--- src/rtl/multi_channel_delay_line_pkg.sv ---
// Shared types and helpers for the multi-channel delay line.
// Holds the delay-field width rule and the load-time delay clamp.
package multi_channel_delay_line_pkg;

  typedef struct packed {
    logic        clamped;
    logic [31:0] value;
  } clamp_t;

  function automatic int delay_width(input int max_depth);
    return $clog2(max_depth + 1);
  endfunction

  // A delay of zero stages is meaningless, so it rounds up to one.
  function automatic clamp_t clamp_delay(input logic [31:0] value, input logic [31:0] max_depth);
    clamp_t r;
    r.clamped = 1'b0;
    r.value   = value;
    if (value == 32'd0) begin
      r.value   = 32'd1;
      r.clamped = 1'b1;
    end else if (value > max_depth) begin
      r.value   = max_depth;
      r.clamped = 1'b1;
    end
    return r;
  endfunction

endpackage

--- src/rtl/delay_lane.sv ---
// One lane of sample storage: a MAX_DEPTH-stage shift chain with a runtime tap.
module delay_lane #(
  parameter int WIDTH     = 8,
  parameter int MAX_DEPTH = 8,
  parameter int DW        = 4
) (
  input  logic             clk,
  input  logic             rst,
  input  logic             i_shift,
  input  logic [WIDTH-1:0] i_data,
  input  logic [DW-1:0]    i_tap,
  output logic [WIDTH-1:0] o_data
);

  logic [WIDTH-1:0] mem [MAX_DEPTH];

  always_ff @(posedge clk or negedge rst) begin
    if (!rst) begin
      for (int k = 0; k < MAX_DEPTH; k++) mem[k] <= '0;
    end else if (i_shift) begin
      mem[0] <= i_data;
      for (int k = 1; k < MAX_DEPTH; k++) mem[k] <= mem[k-1];
    end
  end

  // Compare-based tap select keeps the index width independent of MAX_DEPTH.
  always_comb begin
    o_data = '0;
    for (int k = 0; k < MAX_DEPTH; k++) begin
      if (i_tap == DW'(k)) o_data = mem[k];
    end
  end

endmodule

--- src/rtl/multi_channel_delay_line.sv ---
// Delays CHANNELS lanes by a programmable 1..MAX_DEPTH stages, with valid
// tracking, stall, flush and a primed indicator.
module multi_channel_delay_line
  import multi_channel_delay_line_pkg::*;
#(
  parameter int WIDTH     = 8,
  parameter int CHANNELS  = 4,
  parameter int MAX_DEPTH = 8,
  localparam int DW       = delay_width(MAX_DEPTH)
) (
  input  logic                      clk,
  input  logic                      rst,
  input  logic                      i_ce,
  input  logic                      i_flush,
  input  logic                      i_load,
  input  logic [DW-1:0]             i_delay,
  input  logic                      i_valid,
  input  logic [CHANNELS*WIDTH-1:0] i_data,
  output logic [CHANNELS*WIDTH-1:0] o_data,
  output logic                      o_valid,
  output logic                      o_primed,
  output logic                      o_delay_err,
  output logic [DW-1:0]             o_delay
);

  logic [MAX_DEPTH-1:0] v;
  logic [DW-1:0]        delay_reg;
  logic [DW-1:0]        cnt;
  logic [DW-1:0]        tap;
  logic                 err;
  logic                 shift_en;
  clamp_t               load_res;

  assign shift_en = i_ce & ~i_load & ~i_flush;
  assign tap      = delay_reg - DW'(1);
  assign load_res = clamp_delay(32'(i_delay), 32'(MAX_DEPTH));

  // Load and flush both invalidate the valid chain and restart the fill count;
  // the data stages are left alone since their valid bits now mask them.
  always_ff @(posedge clk or negedge rst) begin
    if (!rst) begin
      v         <= '0;
      cnt       <= '0;
      err       <= 1'b0;
      delay_reg <= DW'(MAX_DEPTH);
    end else if (i_load) begin
      v         <= '0;
      cnt       <= '0;
      delay_reg <= DW'(load_res.value);
      err       <= err | load_res.clamped;
    end else if (i_flush) begin
      v   <= '0;
      cnt <= '0;
    end else if (i_ce) begin
      v[0] <= i_valid;
      for (int k = 1; k < MAX_DEPTH; k++) v[k] <= v[k-1];
      if (cnt < delay_reg) cnt <= cnt + DW'(1);
    end
  end

  always_comb begin
    o_valid = 1'b0;
    for (int k = 0; k < MAX_DEPTH; k++) begin
      if (tap == DW'(k)) o_valid = v[k];
    end
  end

  for (genvar c = 0; c < CHANNELS; c++) begin : g_lane
    delay_lane #(
      .WIDTH     (WIDTH),
      .MAX_DEPTH (MAX_DEPTH),
      .DW        (DW)
    ) u_lane (
      .clk     (clk),
      .rst     (rst),
      .i_shift (shift_en),
      .i_data  (i_data[c*WIDTH +: WIDTH]),
      .i_tap   (tap),
      .o_data  (o_data[c*WIDTH +: WIDTH])
    );
  end

  assign o_primed    = (cnt == delay_reg);
  assign o_delay_err = err;
  assign o_delay     = delay_reg;

endmodule

--- config.mk ---
export PLATFORM = sky130hd
export DESIGN_NAME = multi_channel_delay_line
export DESIGN_NICKNAME = d
export VERILOG_FILES = /design/src/rtl/multi_channel_delay_line_pkg.sv /design/src/rtl/delay_lane.sv /design/src/rtl/multi_channel_delay_line.sv
export SDC_FILE = /design/constraint.sdc
export NUM_CORES = 1
export LEC_CHECK = 0
export CAP_MARGIN = 25
export CORE_MARGIN = 5
export CORE_UTILIZATION = 25
export DETAILED_ROUTE_END_ITERATION = 10
export GPL_ROUTABILITY_DRIVEN = 0
export GPL_TIMING_DRIVEN = 0
export PLACE_DENSITY = 0.4
export SETUP_SLACK_MARGIN = 0.5
export SLEW_MARGIN = 10
export SYNTH_ARGS = -nofsm -noshare
export SYNTH_HDL_FRONTEND = slang
export SYNTH_SLANG_ARGS = --single-unit
export TNS_END_PERCENT = 30
--- constraint.sdc ---
create_clock -name clk -period 2 [get_ports clk]
set_clock_uncertainty 0.1 [all_clocks]
set_input_delay 0.2 -clock clk [delete_from_list [all_inputs] [get_ports clk]]
set_output_delay 0.2 -clock clk [all_outputs]
set_load 0.03 [all_outputs]
==> results of run 1 <==
-- where the power goes --
group	switching [uW]	internal, uW
Combinational	2330	3280
Sequential	1620	7710
Clock	2470	4210
Total	6420	15200
-- kinds of logic (layout without fill, tap and decap cells) --
kind of cell	after synthesis	count (layout)	synth area share [%]
muxes	296	296	25.1
DFF	273	273	52.3
AOI/OAI and AO/OA	245	245	13.7
and+or+nand+nor	96	96	3.47
buffers and inverters	93	271	4.91
adders and majority gates	5	5	0.479
xor gates and xnor gates	1	1	0.0670
-- registers in the layout (all words and copies together) (netlist names) --
signal and flops:
g_lane.u_lane.mem 256, v 8, cnt 4, o_delay 4, o_delay_err 1
-- layout make-up --
type                       instances  area [sq um]
multi-input combinational        643          6220
clock buffer                      56          1080
tap                              680           851
inverter                           8          38.8
fill                            5202         33900
sequential                       273          6840
clock inverter                     8           140
buffer                            85          1150
timing repair buffer             114          1290
-- routing by layer --
layer / vias up / wire (um)
met5: - / 0
met4: 0 / 675
met3: 46 / 1390
met2: 149 / 19800
met1: 4547 / 19700
li1: 4071 / -
-- worst reg2reg max path, stage by stage, from the launching register on --
cell and delay (ps):
dfrtp_2 400, buf_6 150, buf_8 150, inv_4 70, ha_4 190, nor2b_4 120, o31a_1 290, or4_1 530
a21oi_1 130
-- cells in the mapped netlist, drive strengths merged, types with 26 or more instances --
library cell / number
a21oi: 40
nand2: 57
a211oi: 30
dfrtp: 272
a21boi: 26
o211ai: 27
o21a: 27
mux2i: 38
buf: 62
o221ai: 26
a2bb2oi: 32
mux2: 258
-- metrics by stage --
| stage | instances | setup TNS (ps) | hold slack [ps] | instance area [sq um] |
|---|---|---|---|---|
| CTS | 1856 | -23650 | 33.4 | 17100 |
| global placement | 1768 | -3456870 | 290 | 15000 |
| detailed placement | 1771 | -90350 | 19.5 | 15100 |
| floorplan | 1009 | -2350 | -196 | 13400 |
| finish | 1867 | -22640 | -5.22 | 17600 |
| global route | 1867 | -26640 | 17.4 | 17600 |
-- how the worst min path moves through the flow --
stage / startpoint / to / slack (ps) / cells after the start
final: i_flush / cnt[3]$_DFFE_PN0P_ / -5 / 4
after global routing: i_flush / cnt[3]$_DFFE_PN0P_ / 20 / 4
after CTS: rst / g_lane[3].u_lane.mem[39]$_DFFE_PN0P_ / 30 / 2
after detailed placement: rst / cnt[1]$_DFFE_PN0P_ / 20 / 1
after global placement: i_load / o_delay[3]$_DFFE_PN1P_ / 290 / 2
after floorplan: rst / cnt[0]$_DFFE_PN0P_ / -200 / 0
-- timing repair --
item | in CTS | in global routing
hold endpoints to repair | 206 | 6
hold buffers | 2 | 1
setup buffers | 16 | 5
gates resized for setup | 387 | 68
setup endpoints to repair | 294 | 339
cloned | 3 | 6
pin swaps | 23 | 24
==> flow_summary.json, run 1 <==
{
  "portBuffers": 79,
  "final_cell_mix": "269 x dfrtp_1, 166 x mux2_2, 56 x nand2_1, 48 x mux2_4, 45 x buf_4",
  "synthCells": 1009,
  "grt_pass1_vias": 9498,
  "track_usage_pct": 14.4,
  "slew_headroom_pct": 60.1,
  "hp-class": "input pin to register",
  "cp_slowest_cell": "or4b_4",
  "final_core_util_pct": 34.2,
  "path_buf_inv": 3,
  "antenna_cells": 0,
  "p_leak_uw": 0.00735,
  "drc": 0,
  "num_rows": 83,
  "clk_pin_slew_worst_paths_ps": 50,
  "rsz0062_at_grt": "true",
  "grt_start_max_net_pins": 103,
  "die_area_sq_um": 57000,
  "cts.htree.levels": 2,
  "run_status": "finished with violations",
  "yosysWarnings": 0,
  "antenna_left": 0,
  "r2r_setup_slack_ps": -200,
  "floorplan.initialDensity_pct": 25.4,
  "met3_usage_pct": 2.61,
  "crit_start": "o_delay[1]$_DFFE_PN0P_",
  "core_region_area_sq_um": 51500,
  "vias": 8813,
  "cp-endpoint": "o_data[26]",
  "arrival_ps": 2460,
  "cts_tree": "done",
  "synthArstFlopShare_pct": 100,
  "final_common_cell": "dfrtp_1",
  "path_depth": 7,
  "path_max_fanout": 7,
  "place.detailed.hpwl_um": 27100,
  "wl_per_cell_um": 22.2,
  "power_uw": 21600,
  "cpPeakStageDelay_ps": 550,
  "cpMostUsedCell": "buf_6",
  "ys_seq_area_share_pct": 52.3,
  "violations": "hold timing, setup timing",
  "top_usage_layer": "met2",
  "vias_per_cell": 4.72,
  "syn-mean-instance-area_sq_um": 13.0,
  "routed_wirelength_um": 41500,
  "r2r.worst_path.cells": 8,
  "clk_latency_ps": 530,
  "nNetsFinal": 1209,
  "cts-root-buf": "clkbuf_16",
  "synth_flop_cell": "dfrtp_1",
  "die_x_um": 239,
  "synth_top_area_share_pct": 52.1,
  "drive_gt1_share_pct": 42.0,
  "timing.final.ws_setup_ps": -758,
  "end_kind": "primary output",
  "r2r-start": "o_delay[1]$_DFFE_PN0P_",
  "ys_ff_latch": 273,
  "powerDensity_nw_per_um2": 1230,
  "layout_worst_path_cycle_share_pct": 138,
  "cts_buffers": 37,
  "ys_types": 47,
  "post-route-min-period_ps": 2760,
  "clock_path_buffers": 3,
  "synth_edf_count": 0,
  "gr-usage-met2_pct": 23.8,
  "maxCapViolations": 0,
  "max_freq_mhz": 363,
  "antenna_found_initial": 0,
  "r2r_end": "cnt[2]$_DFFE_PN0P_",
  "irDropWorstVdd_mv": 0.508,
  "finalHoldViolations": 1,
  "yosysTopAreaCell": "dfrtp_1",
  "firstDrtPassIters": 5,
  "required_ps": 1700,
  "synth_nets": 1056,
  "crit_chain": "buf_6 -> or4b_4 -> buf_12 -> o21ai_4 -> o22ai_2 -> a21oi_2 -> buf_6",
  "holdWs_ps": -5.22,
  "place_ws_ps": -1320,
  "syn-cell-area_sq_um": 13100,
  "grtUsageMet1_pct": 19.8,
  "grt-ovfl-total": 0,
  "cp_top_family": "simple AND/OR/NAND/NOR gates",
  "worstSetupStartpointType": "register",
  "worst_pin_slew_ps": 599,
  "die_h_um": 239,
  "yosys-top-cells-area": "dfrtp_1 52%, mux2_2 18%, mux2_1 3.8%, mux2i_1 2.9%, buf_6 2.8%",
  "drt_iter0_markers": 536,
  "grt_pass1_wl_um": 62400,
  "ios": 81,
  "path_class": "register to primary output",
  "setup_viol": 37,
  "synthToLayoutAreaGrowth_pct": 34.7,
  "cts.sinks": 273,
  "slew_violations": 0
}
No activity file was read; power rests on OpenSTA's default activity.
==> run 2: changes to the inputs <==
- CAP_MARGIN: 25 -> default
- DONT_BUFFER_PORTS: default -> 1
- PLACE_DENSITY: 0.4 -> 0.38
==> run 2 against run 1 <==
  * The run still ends with hold timing, setup timing left
  * Flip-flop and latch count unchanged
  * Utilization down 0.76 points
  * Sequential share of layout area up 0.91 points
  * Register-to-register slack lost 200 ps
  * Global-route usage is 0.35 points higher
  * Largest cell class unchanged
  * Combinational power is 3.6% lower
  * Final cell count fell by 2.4%
  * Maximum frequency is 3.6% lower
  * Clock power decreased by 8.8%
  * Hold slack got worse by 710 ps
  * Worst setup slack got worse by 100 ps
  * Non-clock buffer count decreased by 39
==> flow_summary.json, run 2 (synthesis results as in run 1) <==
{
  "run_status": "finished with violations",
  "violations": "hold timing, setup timing",
  "nNetsFinal": 1168,
  "cpPeakStageDelay_ps": 720,
  "antenna_left": 0,
  "p_int_uw": 14500,
  "hp-class": "input pin to async pin",
  "top_register": "g_lane.u_lane.mem",
  "worstSetupStartpointType": "register",
  "powerDensity_nw_per_um2": 1210,
  "dp.cells": 1689,
  "cpMostUsedCell": "buf_12",
  "cts.sinks": 273,
  "grt_start_max_net_pins": 274,
  "drt_iter0_markers": 399,
  "place_ws_ps": -1010,
  "fin_tns_setup_ps": -29470,
  "r2r_setup_slack_ps": -400,
  "final_cell_mix": "269 x dfrtp_1, 166 x mux2_2, 57 x nand2_1, 48 x mux2_4, 45 x clkbuf_16",
  "r2r-start": "o_delay[1]$_DFFE_PN0P_",
  "r2r.worst_path.cells": 8,
  "crit_chain": "or4b_4 -> buf_12 -> buf_12 -> o221ai_1 -> o211ai_1",
  "reg.largest.list": "g_lane.u_lane.mem (256), v (8)",
  "wl_per_cell_um": 23.4,
  "vias": 8754,
  "path_max_fanout": 7,
  "p_seq_share_pct": 44.9,
  "path_class": "register to primary output",
  "final_core_util_pct": 33.4,
  "num_rows": 83,
  "drive_gt1_share_pct": 41.3,
  "max_freq_mhz": 350,
  "portBuffers": 0,
  "clk_latency_ps": 530,
  "timing.final.ws_setup_ps": -861,
  "setup_viol": 147,
  "p_sw_uw": 6350,
  "ios": 81,
  "die_area_sq_um": 57000,
  "final_common_cell": "dfrtp_1",
  "floorplan.initialDensity_pct": 25.4,
  "synthToLayoutAreaGrowth_pct": 31.7,
  "power_frac_comb_pct": 25.9,
  "swShare_pct": 30.4,
  "cp_slowest_cell": "dfstp_4",
  "clock_path_buffers": 3,
  "finalHoldViolations": 275,
  "worst_pin_slew_ps": 1230,
  "routed_wirelength_um": 42600,
  "maxCapViolations": 0,
  "arrival_ps": 2560,
  "drc": 0,
  "core_region_area_sq_um": 51500,
  "holdWs_ps": -711,
  "track_usage_pct": 14.7,
  "place.detailed.hpwl_um": 26900,
  "cts_buffers": 35,
  "firstDrtPassIters": 4,
  "die_x_um": 239,
  "grt_pass1_vias": 9402,
  "slew_violations": 0,
  "die_h_um": 239,
  "irDropWorstVdd_mv": 0.548,
  "p_leak_uw": 0.00709,
  "p_clk_share_pct": 29.2,
  "rsz0062_at_grt": "true",
  "slew_headroom_pct": 18.1,
  "largest_reg_flops": 256,
  "cts-root-buf": "clkbuf_16",
  "end_kind": "primary output",
  "cts.htree.levels": 2,
  "post-route-min-period_ps": 2860,
  "layout_worst_path_cycle_share_pct": 143,
  "antenna_found_initial": 0,
  "fillers": 5178,
  "clk_pin_slew_worst_paths_ps": 50,
  "grt_pass1_wl_um": 63400,
  "required_ps": 1700,
  "grt-ovfl-total": 0,
  "r2r_end": "cnt[2]$_DFFE_PN0P_",
  "vias_per_cell": 4.80,
  "cts_tree": "done",
  "fin_cells": 1823
}
[run 2: cell types whose count changed in the layout (fill, tap and decap cells not counted), sizes merged]
cell and change:
clkinv -1, dlygate4sd3 +38, buf -37, clkinvlp +1, inv -1, clkdlybuf4s50 -38
dlymetal6s2s -1, diode +1, clkbuf -2, bufinv -4
[run 2: layout make-up]
class / instances / area (sq um) / share of cell area [%]
Clock inverter: 3 / 15.0 / 0.0872
Timing Repair Buffer: 75 / 833 / 4.84
Inverter: 8 / 40.0 / 0.233
Tap cell: 680 / 851 / 4.94
Antenna cell: 1 / 2.50 / 0.0145
Clock buffer: 55 / 1070 / 6.24
Sequential cell: 273 / 6840 / 39.7
Buffer: 85 / 1180 / 6.88
Multi-Input combinational cell: 643 / 6370 / 37.0
[run 2: per-layer routing]
layer | global-route usage (%) | wire, um | vias to the layer above
li1 | - | - | 4011
met1 | 20.3 | 19800 | 4532
met2 | 23.5 | 19800 | 156
met3 | 3.60 | 2160 | 55
met4 | 3.58 | 890 | 0
met5 | 0 | 0 | -
[run 2: critical path: cells and delay by family (launching register included)]
family	cells	cell delay [ps]
and+or+nand+nor	1	500
buffers and inverters	2	320
DFF	1	720
AOI/OAI and AO/OA	2	480
[run 2: metrics by stage]
| stage | hold slack (ps) | instance area [sq um] | total power (uW) |
|---|---|---|---|
| after floorplan | -196 | 13400 | 12700 |
| after global placement | -171 | 14300 | 14000 |
| after detailed placement | -171 | 14300 | 14100 |
| after CTS | -760 | 16600 | 20800 |
| after global routing | -747 | 17200 | 22100 |
| final | -711 | 17200 | 20900 |
[run 2: worst max-delay path by stage]
stage                     slack [ps]            endpoint  cells past startpoint                   start
after floorplan                 -230  cnt[2]$_DFFE_PN0P_                      8  o_delay[1]$_DFFE_PN0P_
after global placement          -970           o_data[6]                      6  o_delay[2]$_DFFE_PN0P_
after detailed placement       -1010          o_data[21]                      6  o_delay[2]$_DFFE_PN0P_
after CTS                       -920           o_data[1]                      7  o_delay[0]$_DFFE_PN0P_
after global routing           -1000           o_data[6]                      8  o_delay[1]$_DFFE_PN0P_
final                           -860           o_data[6]                      5  o_delay[3]$_DFFE_PN1P_
[run 2: repair_timing]
action | 4_1_cts | 5_1_grt
hold buffers | 40 | 1
gates resized for setup | 153 | 105
hold endpoints to repair | 320 | 280
pin swaps | 36 | 62
buffers inserted | 17 | 11
cloned | 4 | 3
endpoints found under the setup margin | 40 | 304
[run 2: power by group through the flow]
stage	Sequential, uW	Combinational [uW]	Clock (uW)
finish	9370	5410	6090
global route	9680	5850	6550
CTS	9350	5140	6350
detailed placement	9410	4660	0
global placement	9400	4580	0
floorplan	8830	3890	0
